**src/rtl/melody_pkg.sv**
```systemverilog
// Shared definitions for the melody sequencer: note codes, note-table entry layout and FSM states.
package melody_pkg;

    localparam logic [2:0] NOTE_C3 = 3'd0;
    localparam logic [2:0] NOTE_D3 = 3'd1;
    localparam logic [2:0] NOTE_E3 = 3'd2;
    localparam logic [2:0] NOTE_F3 = 3'd3;
    localparam logic [2:0] NOTE_G3 = 3'd4;
    localparam logic [2:0] NOTE_A3 = 3'd5;
    localparam logic [2:0] NOTE_B3 = 3'd6;
    localparam logic [2:0] NOTE_C4 = 3'd7;

    // Entry layout: [7] rest, [6:4] note, [3:0] duration in beats
    localparam int ENTRY_W  = 8;
    localparam int REST_BIT = 7;
    localparam int NOTE_LSB = 4;
    localparam int NOTE_W   = 3;
    localparam int DUR_LSB  = 0;
    localparam int DUR_W    = 4;

    localparam logic [DUR_W-1:0] END_MARKER = '0;

    typedef enum logic [1:0] {
        IDLE,
        FETCH,
        PLAY,
        GAP
    } state_t;

endpackage

```
**src/rtl/melody_sequencer_beat_timer.sv**
```systemverilog
// Cycle counter for the melody sequencer: beat tick every BEAT_US cycles, gap terminal after GAP_US cycles.
module beat_timer #(
    parameter int BEAT_US = 125000,
    parameter int GAP_US  = 10000
) (
    input  logic clk_1MHz,
    input  logic rst,
    input  logic restart,
    input  logic gap_sel,
    output logic beat_tick,
    output logic gap_done
);

    localparam int CNT_MAX = ((BEAT_US > GAP_US) ? BEAT_US : GAP_US) - 1;
    localparam int CW      = (CNT_MAX > 0) ? $clog2(CNT_MAX + 1) : 1;
    localparam logic [CW-1:0] BEAT_LAST = CW'(BEAT_US - 1);
    localparam logic [CW-1:0] GAP_LAST  = CW'((GAP_US > 0) ? GAP_US - 1 : 0);

    logic [CW-1:0] cnt;

    assign beat_tick = (cnt == BEAT_LAST);
    assign gap_done  = (GAP_US > 0) && (cnt == GAP_LAST);

    // During a gap the counter must not wrap at the beat length, since the gap may be longer
    always_ff @(posedge clk_1MHz or posedge rst) begin
        if (rst) begin
            cnt <= '0;
        end else if (restart || (beat_tick && !gap_sel)) begin
            cnt <= '0;
        end else begin
            cnt <= cnt + 1'b1;
        end
    end

endmodule

```
**src/rtl/melody_sequencer.sv**
```systemverilog
// Note-table driven melody player for the piezo tone generator.
// Optional MELODY_LOOP_EN adds a loop_en input that restarts the song at entry 0 instead of finishing.
module melody_sequencer
    import melody_pkg::*;
#(
    parameter int DEPTH   = 16,
    parameter int BEAT_US = 125000,
    parameter int GAP_US  = 10000,
    localparam int AW     = $clog2(DEPTH)
) (
    input  logic               clk_1MHz,
    input  logic               rst,
    input  logic               wr_en,
    input  logic [AW-1:0]      wr_addr,
    input  logic [ENTRY_W-1:0] wr_data,
    input  logic               start,
    input  logic               stop,
`ifdef MELODY_LOOP_EN
    input  logic               loop_en,
`endif
    output logic [NOTE_W-1:0]  note,
    output logic               enable,
    output logic               busy,
    output logic               done,
    output logic [AW-1:0]      idx
);

    localparam logic [AW-1:0] LAST_IDX = AW'(DEPTH - 1);

    state_t state, state_next;

    logic [ENTRY_W-1:0] table_mem [DEPTH];
    logic [ENTRY_W-1:0] entry;
    logic [AW-1:0]      idx_next;
    logic               cur_rest;
    logic [DUR_W-1:0]   cur_dur;
    logic [DUR_W-1:0]   beat_cnt;
    logic               load;
    logic               advance;
    logic               end_song;
    logic               done_next;
    logic               restart;
    logic               beat_tick;
    logic               gap_done;
    logic               loop_ok;

`ifdef MELODY_LOOP_EN
    assign loop_ok = loop_en;
`else
    assign loop_ok = 1'b0;
`endif

    always_ff @(posedge clk_1MHz) begin
        if (wr_en) begin
            table_mem[wr_addr] <= wr_data;
        end
    end

    assign entry = table_mem[idx];

    beat_timer #(
        .BEAT_US (BEAT_US),
        .GAP_US  (GAP_US)
    ) u_beat_timer (
        .clk_1MHz  (clk_1MHz),
        .rst       (rst),
        .restart   (restart),
        .gap_sel   (state == GAP),
        .beat_tick (beat_tick),
        .gap_done  (gap_done)
    );

    always_comb begin
        state_next = state;
        idx_next   = idx;
        load       = 1'b0;
        advance    = 1'b0;
        end_song   = 1'b0;
        done_next  = 1'b0;

        case (state)
            IDLE: begin
                if (start && !stop) begin
                    state_next = FETCH;
                    idx_next   = '0;
                end
            end
            FETCH: begin
                if (stop) begin
                    state_next = IDLE;
                end else if (entry[DUR_LSB +: DUR_W] == END_MARKER) begin
                    end_song = 1'b1;
                end else begin
                    state_next = PLAY;
                    load       = 1'b1;
                end
            end
            PLAY: begin
                if (stop) begin
                    state_next = IDLE;
                end else if (beat_tick && (beat_cnt == cur_dur - 1'b1)) begin
                    if (GAP_US == 0) begin
                        advance = 1'b1;
                    end else begin
                        state_next = GAP;
                    end
                end
            end
            GAP: begin
                if (stop) begin
                    state_next = IDLE;
                end else if (gap_done) begin
                    advance = 1'b1;
                end
            end
            default: state_next = IDLE;
        endcase

        if (advance) begin
            if (idx == LAST_IDX) begin
                end_song = 1'b1;
            end else begin
                state_next = FETCH;
                idx_next   = idx + 1'b1;
            end
        end

        // A marker at entry 0 always finishes, so an empty table cannot loop forever
        if (end_song) begin
            if (loop_ok && !(state == FETCH && idx == '0)) begin
                state_next = FETCH;
                idx_next   = '0;
            end else begin
                state_next = IDLE;
                done_next  = 1'b1;
            end
        end
    end

    assign restart = (state_next != state);

    always_ff @(posedge clk_1MHz or posedge rst) begin
        if (rst) begin
            state    <= IDLE;
            idx      <= '0;
            note     <= '0;
            done     <= 1'b0;
            beat_cnt <= '0;
        end else begin
            state <= state_next;
            idx   <= idx_next;
            done  <= done_next;
            if (load) begin
                note <= entry[NOTE_LSB +: NOTE_W];
            end
            if (restart) begin
                beat_cnt <= '0;
            end else if (beat_tick) begin
                beat_cnt <= beat_cnt + 1'b1;
            end
        end
    end

    // Rest flag and duration only matter once PLAY has been entered through FETCH
    always_ff @(posedge clk_1MHz) begin
        if (load) begin
            cur_rest <= entry[REST_BIT];
            cur_dur  <= entry[DUR_LSB +: DUR_W];
        end
    end

    assign enable = (state == PLAY) && !cur_rest;
    assign busy   = (state != IDLE);

endmodule

```
**config.mk**
```make
export PLATFORM = sky130hd
export DESIGN_NAME = melody_sequencer
export DESIGN_NICKNAME = d
export VERILOG_FILES = /design/src/rtl/melody_pkg.sv /design/src/rtl/melody_sequencer_beat_timer.sv /design/src/rtl/melody_sequencer.sv
export SDC_FILE = /design/constraint.sdc
export NUM_CORES = 1
export LEC_CHECK = 0
export CORE_MARGIN = 2
export CORE_UTILIZATION = 35
export DETAILED_ROUTE_END_ITERATION = 7
export GPL_TIMING_DRIVEN = 0
export PLACE_DENSITY = 0.57
export RECOVER_POWER = 25
export REMOVE_ABC_BUFFERS = 1
export SYNTH_ARGS = -nofsm -noshare
export SYNTH_HDL_FRONTEND = slang
export SYNTH_SLANG_ARGS = --single-unit
```
**constraint.sdc**
```tcl
create_clock -name clk_1MHz -period 2.83 [get_ports clk_1MHz]
set_clock_uncertainty 0.1 [all_clocks]
set_input_delay 0.283 -clock clk_1MHz [delete_from_list [all_inputs] [get_ports clk_1MHz]]
set_output_delay 0.283 -clock clk_1MHz [all_outputs]
set_load 0.01 [all_outputs]
```
==> results by stage, run 1 <==
Flow run:
- The number of max-cap violations is 0.

Final layout:
- In the final layout, the share of cells above drive strength 1 is 17.3%.
- In the final design database the tool counted 465 nets.
- 0 antenna diodes ended up in the layout.
- Cells fill between 40% and 50% of the core in the end.
- Compared with the post-synthesis result, the final layout area differs by 16.9%.
- After filler insertion, the fill cell instance count of the layout stands at 1761.
- The count of cells in the finished layout, fillers not included, comes to around 720.
- The post-route standard cell area excluding fillers is 0.00804 mm².

Floorplanning:
- Row generation in the floorplan step produced 51 rows.
- The horizontal die dimension is ~140 µm.
- The initial core utilization is 35.4%.
- The total I/O pin count is 27.
- The floorplan step defined a core boundary enclosing 0.0194 mm².
- The die height is 144 µm.
- The floorplan step defined a die boundary enclosing 0.0208 mm².

Routing:
- The residual antenna-violating net count after detailed routing is 0.
- The per-cell via count in the routed design is 4.94.
- For this block, the initial DRC count from the detailed router was 253.
- The number of search-and-repair iterations in the first detailed-routing pass is 5.
- After detailed routing, the total wire length is 13.3 mm.
- The routed layout has between 3000 and 4000 vias.
- The count of unresolved DRC violations after routing is 0.
- In the final routed layout, each cell accounts on average for 18.4 µm.

Timing:
- The number of hold violations in the final report is 0.
- The worst slew slack as a fraction of its limit is 36.7%.
- Setup repair after global routing left no endpoint under its margin.
- For this run, the top clock speed supported by timing is 369 MHz.
- The final critical-path required period is 2.71 ns.
- Adding up every negative setup slack in the final design gives 0 ns.
- The total setup violations reported at the end of the flow is 0.
- In the finished design, the share of the clock period the worst path needs comes to 95.8%.
- The final max-slew violation count is 0.
- For the pin with the worst max-slew slack, the measured transition is 0.945 ns.

Global routing:
- The first global-routing pass estimated 21.1 mm of wire.
- The leftover overflow at the end of global routing is 0.
- The via count of the first global-routing pass is roughly 3700.
- Global routing used 14.0% of the available tracks.
- The pin count of the biggest net entering global routing is 32.
- The initial antenna violation count is 0.

Place:
- The cell count after placement is 684.
- The HPWL after detailed placement is 8.44 mm.
- The congestion estimate from routability-driven global placement came to between 0.7 and 0.8.
- The number of input and output port buffers inserted is 26.
- Once placement finished, the instance area stood at 0.00738 mm².

Clock network:
- The total of hold buffers inserted after clock tree synthesis is 0.
- The maximum clock path buffer count is 2.
- The H-tree was split into 4 levels.
- The CTS tree is built.
- Buffers inserted during clock tree synthesis total 17.
- The clock sink total is around 160.
- The cell chosen for the clock root is sky130_fd_sc_hd__clkbuf_16.
- The insertion delay of the later-clocked pin in the worst-skew pair is 0.42 ns.
- Clock-pin slew was measured on the worst setup and hold paths at approximately 0.06 ns.

Worst setup path:
- For the worst setup path, the data required time is 3.03 ns.
- The element type at the critical path start is a flip-flop.
- The kind of cell with the highest combined delay along the critical path is multiplexers.
- Walking the worst path, the cells encountered are buf_6, mux4_1, o21ai_0, a21oi_2, nor4_4, nand2b_4, mux2_2.
- The top fanout value on the critical path is 14.
- The highest-delay cell along the critical path is sky130_fd_sc_hd__mux4_1.
- For the worst setup path, the data arrival time is 2.91 ns.
- In this design, the stage delay of the slowest critical-path cell is between 0.5 and 0.6 ns.
- Counting both buffers and inverters, the worst setup path holds a total of 1.
- The critical path start-end classification is flip-flop to flip-flop.
- The endpoint kind of the worst setup timing path is a flip-flop.

Synthesis:
- By count the netlist is led by sky130_fd_sc_hd__edfxtp_1, sky130_fd_sc_hd__nor2_1, sky130_fd_sc_hd__dfrtp_1.
- The Yosys step of the flow raised 0 warnings.
- In the synthesized netlist, the number of instances is between 400 and 500.
- The synthesized design spends more area on one cell type than any other, namely sky130_fd_sc_hd__edfxtp_1.
- The proportion of netlist area held by the largest area contributor is 58.1%.
- By area the synthesized netlist is led by sky130_fd_sc_hd__edfxtp_1, sky130_fd_sc_hd__dfrtp_1, sky130_fd_sc_hd__mux4_1.
- The total standard cell area after synthesis is roughly 0.0069 mm².
- The most numerous cell in the Yosys netlist is sky130_fd_sc_hd__edfxtp_1.
- Synthesis inferred 164 register bits.
- The most used flip-flop cell after synthesis is sky130_fd_sc_hd__edfxtp_1.
- The per-instance average area after synthesis is ~17 µm².
- The count of unique library cells instantiated by Yosys is 50.
- The share of synthesized area occupied by flip-flops and latches is between 60% and 70%.
- After synthesis, the share of flip-flops with an asynchronous set or reset is 18.9%.
- In this run, synthesis inferred 133 flip-flops with an integrated enable.

Run status:
- The flow ran to the end, and the final reports show no timing, DRC or antenna violations.

Power:
- IR analysis of the VDD net gives a maximum drop of about 0.53 mV.
- Dividing total power by cell area gives a power density of 631 mW/mm².
- For this design the static power due to leakage is ~0.0027 µW.

Worst hold path:
- The worst hold path belongs to the class input port to asynchronous set/reset pin.
==> state kept, by name, summed over array words and instances, names as in the netlist <==
signal / cells
cur_dur: 4
note: 3
idx: 4
state: 2
u_beat_timer.cnt: 17
cur_rest: 1
done: 1
table_mem: 128
beat_cnt: 4
==> layout by cell type, fill, tap and decap left out, types with 4 or more instances in the layout <==
cell and n:
sky130_fd_sc_hd__edfxtp_1 133, sky130_fd_sc_hd__nand2_1 14, sky130_fd_sc_hd__clkbuf_16 17, sky130_fd_sc_hd__mux4_1 12, sky130_fd_sc_hd__dlygate4sd3_1 5, sky130_fd_sc_hd__nor3_2 6, sky130_fd_sc_hd__nor2_1 46, sky130_fd_sc_hd__nand4_1 5
sky130_fd_sc_hd__and3_1 5, sky130_fd_sc_hd__inv_6 4, sky130_fd_sc_hd__ha_1 4, sky130_fd_sc_hd__o21ai_0 6, sky130_fd_sc_hd__a221oi_1 4, sky130_fd_sc_hd__mux2i_1 17, sky130_fd_sc_hd__xor2_1 14, sky130_fd_sc_hd__nand2b_1 5
sky130_fd_sc_hd__inv_1 8, sky130_fd_sc_hd__xnor2_1 10, sky130_fd_sc_hd__mux4_2 16, sky130_fd_sc_hd__clkdlybuf4s50_1 21, sky130_fd_sc_hd__nand3_1 12, sky130_fd_sc_hd__dfrtp_1 27
==> worst register-to-register path, cell delays in order, from the launching register on <==
cell and delay (ns):
sky130_fd_sc_hd__dfrtp_4 0.44, sky130_fd_sc_hd__buf_6 0.23, sky130_fd_sc_hd__mux4_1 0.60, sky130_fd_sc_hd__o21ai_0 0.22, sky130_fd_sc_hd__a21oi_2 0.11, sky130_fd_sc_hd__nor4_4 0.34, sky130_fd_sc_hd__nand2b_4 0.22, sky130_fd_sc_hd__mux2_2 0.34
==> what timing repair did <==
item	in CTS	in global routing
gates cloned	0	0
pin swaps	0	1
setup endpoints to repair	30	25
buffers inserted	3	2
gates resized for setup	10	6
==> power breakdown <==
part | internal, µW | switching [µW] | leakage [µW]
sequential | 2690 | 40.2 | 0.00162
clock | 1150 | 970 | 0.000261
combinational | 104 | 130 | 0.000776
total | 3940 | 1140 | 0.00265
==> path summary, 6_finish.rpt <==
kind                       slack, ns                              to                     startpoint  depth (start not counted)
max                             0.12             note[0]$_DFFE_PP0P_               idx[0]$_DFF_PP0_                          7
min                             0.29  u_beat_timer.cnt[15]$_DFF_PP0_                            rst                          2
max reg2reg                     0.12             note[0]$_DFFE_PP0P_               idx[0]$_DFF_PP0_                          7
min reg2reg                     0.38   u_beat_timer.cnt[0]$_DFF_PP0_  u_beat_timer.cnt[0]$_DFF_PP0_                          1
max in group asynchronous       1.05                idx[0]$_DFF_PP0_                            rst                          3
min in group clk_1MHz           0.38   u_beat_timer.cnt[0]$_DFF_PP0_  u_beat_timer.cnt[0]$_DFF_PP0_                          1
==> kinds of logic after synthesis <==
kind of cell | Yosys count | synth area share (%)
flops | 164 | 69.4
simple gates | 113 | 8.24
mux | 48 | 12.8
compound gates | 30 | 3.55
xor+xnor | 24 | 3.06
buf+inv | 22 | 2.22
fa+ha+maj | 4 | 0.728
==> layer usage <==
metal	wire (µm)	GRT usage, %
met5	0	0
met4	89	3.22
met3	660	3.51
met2	6430	22.9
met1	6070	19.0
==> stage by stage <==
stage | hold WS, ns | total power, µW | setup WS [ns]
after global routing | 0.332 | 5270 | 0.00557
after CTS | 0.391 | 5120 | 0.00593
final | 0.291 | 5080 | 0.120
after floorplan | 0.249 | 2890 | -0.788
after global placement | 0.369 | 3000 | -1.72
after detailed placement | 0.384 | 3010 | -0.994
==> final cells by class <==
class | count | area [µm²] | area share (%)
sequential | 164 | 4780 | 59.5
clock inverter | 14 | 118 | 1.46
inverter | 9 | 35.0 | 0.436
tap | 265 | 332 | 4.12
clock buffer | 18 | 429 | 5.34
timing repair buffer | 33 | 340 | 4.23
multi-input combinational | 219 | 2010 | 24.9
No activity file was read; power rests on OpenSTA's default activity.
==> inputs of run 2 (changes only) <==
==> constraint.sdc (replaced) <==
create_clock -name clk_1MHz -period 2.83 [get_ports clk_1MHz]
set_clock_uncertainty 0.1 [all_clocks]
set_input_delay 0.283 -clock clk_1MHz [delete_from_list [all_inputs] [get_ports clk_1MHz]]
set_output_delay 0.283 -clock clk_1MHz [all_outputs]
set_load 0.1 [all_outputs]
==> results of run 2 <==
Same layout as run 1 (identical final DEF). Status: finished, final reports clean.
Main changes from that run: total power 5080 µW -> 5180 µW
==> inputs of run 3 (changes only) <==
--- a/config.mk
+++ b/config.mk
@@ -6,10 +6,10 @@
 export NUM_CORES = 1
 export LEC_CHECK = 0
 export CORE_MARGIN = 2
-export CORE_UTILIZATION = 35
+export CORE_UTILIZATION = 25
 export DETAILED_ROUTE_END_ITERATION = 7
 export GPL_TIMING_DRIVEN = 0
-export PLACE_DENSITY = 0.57
+export PLACE_DENSITY = 0.46
 export RECOVER_POWER = 25
 export REMOVE_ABC_BUFFERS = 1
 export SYNTH_ARGS = -nofsm -noshare
==> results by stage, run 3 (same netlist as run 1, synthesis figures left out) <==
Timing:
- The final max-slew violation count is 0.
- Hold timing on the final database bottoms out at a slack of 0.137 ns.
- Setup violations remaining at the end of the flow were counted as 0.
- The worst-margin pin slew is 1.08 ns.
- The upper clock frequency limit is 371 MHz.
- In the finished design, the share of the clock period the worst path needs comes to between 90% and 100%.
- The worst path setup slack after routing is between 0.1 and 0.15 ns.
- The final critical-path required period is 2.69 ns.
- The number of hold violations in the final report was 0.
- Setup repair after global routing left no endpoint under its margin.
- The worst slew slack as a fraction of its limit is ~28%.

Power:
- The total power consumption of the routed design is 5400 µW.
- The worst ir drop on vdd is 0.383 mV.
- The power density normalized to cell area is 654 mW/mm².
- The leakage power summed over all cells is 0.00273 µW.

Final layout:
- The largest registers in the layout are table_mem x128, u_beat_timer.cnt x17.
- The count of non-filler cells in the finished layout is 801.
- Counting flops per register, the top entry is table_mem.
- The ratio of cells with drive above 1 in the final layout is 18.5%.
- The register with the most flip-flops in the layout has ~130 of them.
- The commonest non-fill, non-tap cell in the layout is sky130_fd_sc_hd__edfxtp_1.
- Relative to the synthesized area, the layout overhead comes to 20.1%.
- The layout filler cell count is 2617.
- The sequential standard cell area is roughly 0.0048 mm².
- The final layout contains 468 nets.
- Leaving out fill and tap cells, the most frequent cells in the layout are sky130_fd_sc_hd__edfxtp_1, sky130_fd_sc_hd__nor2_1, sky130_fd_sc_hd__dfrtp_1, sky130_fd_sc_hd__clkbuf_16, sky130_fd_sc_hd__clkdlybuf4s50_1.
- The count of inserted antenna diode cells is 0.
- Summing all multi-input logic gate instances after layout gives 0.00202 mm².
- The fraction of the core area covered by cells at the end of the flow is 30.6%.

Place:
- The number of placed instances, taps included, is 760.
- The wire-length estimate of the detail-placed layout is 9.06 mm.
- The worst slack at placement is -0.553 ns.
- Routability-driven placement finished with a final weighted congestion of a little over 0.7.
- The number of input and output port buffers inserted is 26.

Clock network:
- In this run the deepest clock path goes through 2 buffers.
- The CTS tree is built.
- The insertion delay of the later-clocked pin in the worst-skew pair is around 0.43 ns.
- The total of hold buffers inserted after clock tree synthesis is 0.
- The clock tree synthesis step divided the H-tree into 4 levels.
- Counting the buffers created by CTS gives 17.
- Clock tree synthesis found a total of ~160 sinks.
- After clock tree synthesis, the clock-pin slew on the worst setup and hold paths is 0.07 ns.
- The cell chosen for the clock root is sky130_fd_sc_hd__clkbuf_16.

Routing:
- The residual antenna-violating net count after detailed routing is 0.
- The first detailed-routing pass took 4 iterations.
- The iteration-0 DRC count of the detailed router is 226.
- The post-detailed-route wirelength per cell is 17.8 µm.
- The per-cell via count in the routed design is 4.43.
- For this run, design rule violations remaining after detail routing come to 0.
- The aggregate routed wire length is 14.2 mm.
- Detailed routing inserted a total of 3549 vias.

Floorplanning:
- The die height is between 150 and 200 µm.
- The floorplan step defined a die boundary enclosing about 0.029 mm².
- The horizontal die dimension is 170 µm.
- 27 I/O pins were placed.
- In this run the core area contains 60 standard-cell rows.
- The area of the core is 0.0270 mm².
- The initial core utilization is approximately a quarter.

Global routing:
- Entering global routing, the biggest net connects 32 pins.
- Global routing used 10.5% of the available tracks across all layers.
- The via count of the first global-routing pass is 3783.
- For this run the aggregate overflow at the end of global routing stands at 0.
- The initial antenna violation count was 0.
- The first global-routing pass estimated 22.1 mm of wire.

Run status:
- The flow ran to the end, and the final reports show no timing, DRC or antenna violations.

Worst setup path:
- The critical path is of the flip-flop to flip-flop type.
- The worst setup path is captured at a flip-flop.
- The critical path goes through buf_12, mux4_2, a22oi_1, o21ai_2, nor4_4, nand2b_4, mux2_2.
- The data arrival time of the worst path is 2.91 ns.
- The slowest stage of the critical path belongs to the cell sky130_fd_sc_hd__mux4_2.
- The worst path buffer plus inverter count is 1.
- The required time of the worst setup path is 3.05 ns.
- The largest single stage delay on the critical path is 0.57 ns.
- The element type at the critical path start is a flip-flop.
- Grouping stages by cell kind, the critical path spends the most delay in multiplexers.
- In this run the worst path has a maximum fanout of 12.

Flow run:
- The number of max-cap violations is 0.

Worst hold path:
- The worst min-delay path class is input port to asynchronous set/reset pin.
## run 3: report_power, final
part	switching, µW	internal (µW)	leakage [µW]	total [µW]
combinational	238	103	0.000822	340
clock	1120	1220	0.000296	2340
sequential	38.8	2680	0.00162	2720
## run 3: final timing paths
kind | cells after the start | slack, ns | end | startpoint
setup / recovery | 7 | 0.14 | note[2]$_DFFE_PP0P_ | idx[0]$_DFF_PP0_
min in group clk_1MHz | 1 | 0.39 | u_beat_timer.cnt[0]$_DFF_PP0_ | u_beat_timer.cnt[0]$_DFF_PP0_
hold / removal | 2 | 0.14 | u_beat_timer.cnt[13]$_DFF_PP0_ | rst
setup reg to reg | 7 | 0.14 | note[2]$_DFFE_PP0P_ | idx[0]$_DFF_PP0_
max in group asynchronous | 3 | 1.08 | idx[1]$_DFF_PP0_ | rst
hold reg to reg | 1 | 0.39 | u_beat_timer.cnt[0]$_DFF_PP0_ | u_beat_timer.cnt[0]$_DFF_PP0_
## run 3: timing repair
action | 4_1_cts | 5_1_grt
buffers inserted | 6 | 1
pin swaps | 0 | 1
gates cloned | 0 | 1
endpoints found under the setup margin | 13 | 30
gates resized for setup | 11 | 8
## run 3: final cells by class
cell class | count | area share (%)
clock buffers | 17 | 5.15
inverters | 9 | 0.424
clock inverters | 15 | 2.33
well taps | 341 | 5.17
repair buffers | 36 | 4.53
flip-flops and latches | 164 | 57.9
multi-input cells | 219 | 24.5
## run 3: layer usage
metal  global-route usage, %  share of wire (%)
met3                    3.00                3.2
met2                    16.5                 47
met1                    14.3                 49
met5                       0                  0
met4                    2.75               0.75
## run 3: worst reg2reg max path: stages (launching register included)
cell	delay (ns)
sky130_fd_sc_hd__dfrtp_4	0.47
sky130_fd_sc_hd__buf_12	0.18
sky130_fd_sc_hd__mux4_2	0.58
sky130_fd_sc_hd__a22oi_1	0.24
sky130_fd_sc_hd__o21ai_2	0.13
sky130_fd_sc_hd__nor4_4	0.32
sky130_fd_sc_hd__nand2b_4	0.22
sky130_fd_sc_hd__mux2_2	0.34
## run 3: metrics by stage
stage                     instance area [µm²]  TNS (ns)
final                                    8260         0
after floorplan                          6760    -29.36
after detailed placement                 7480     -4.36
after CTS                                8190         0
after global routing                     8260         0
after global placement                   7440    -42.87
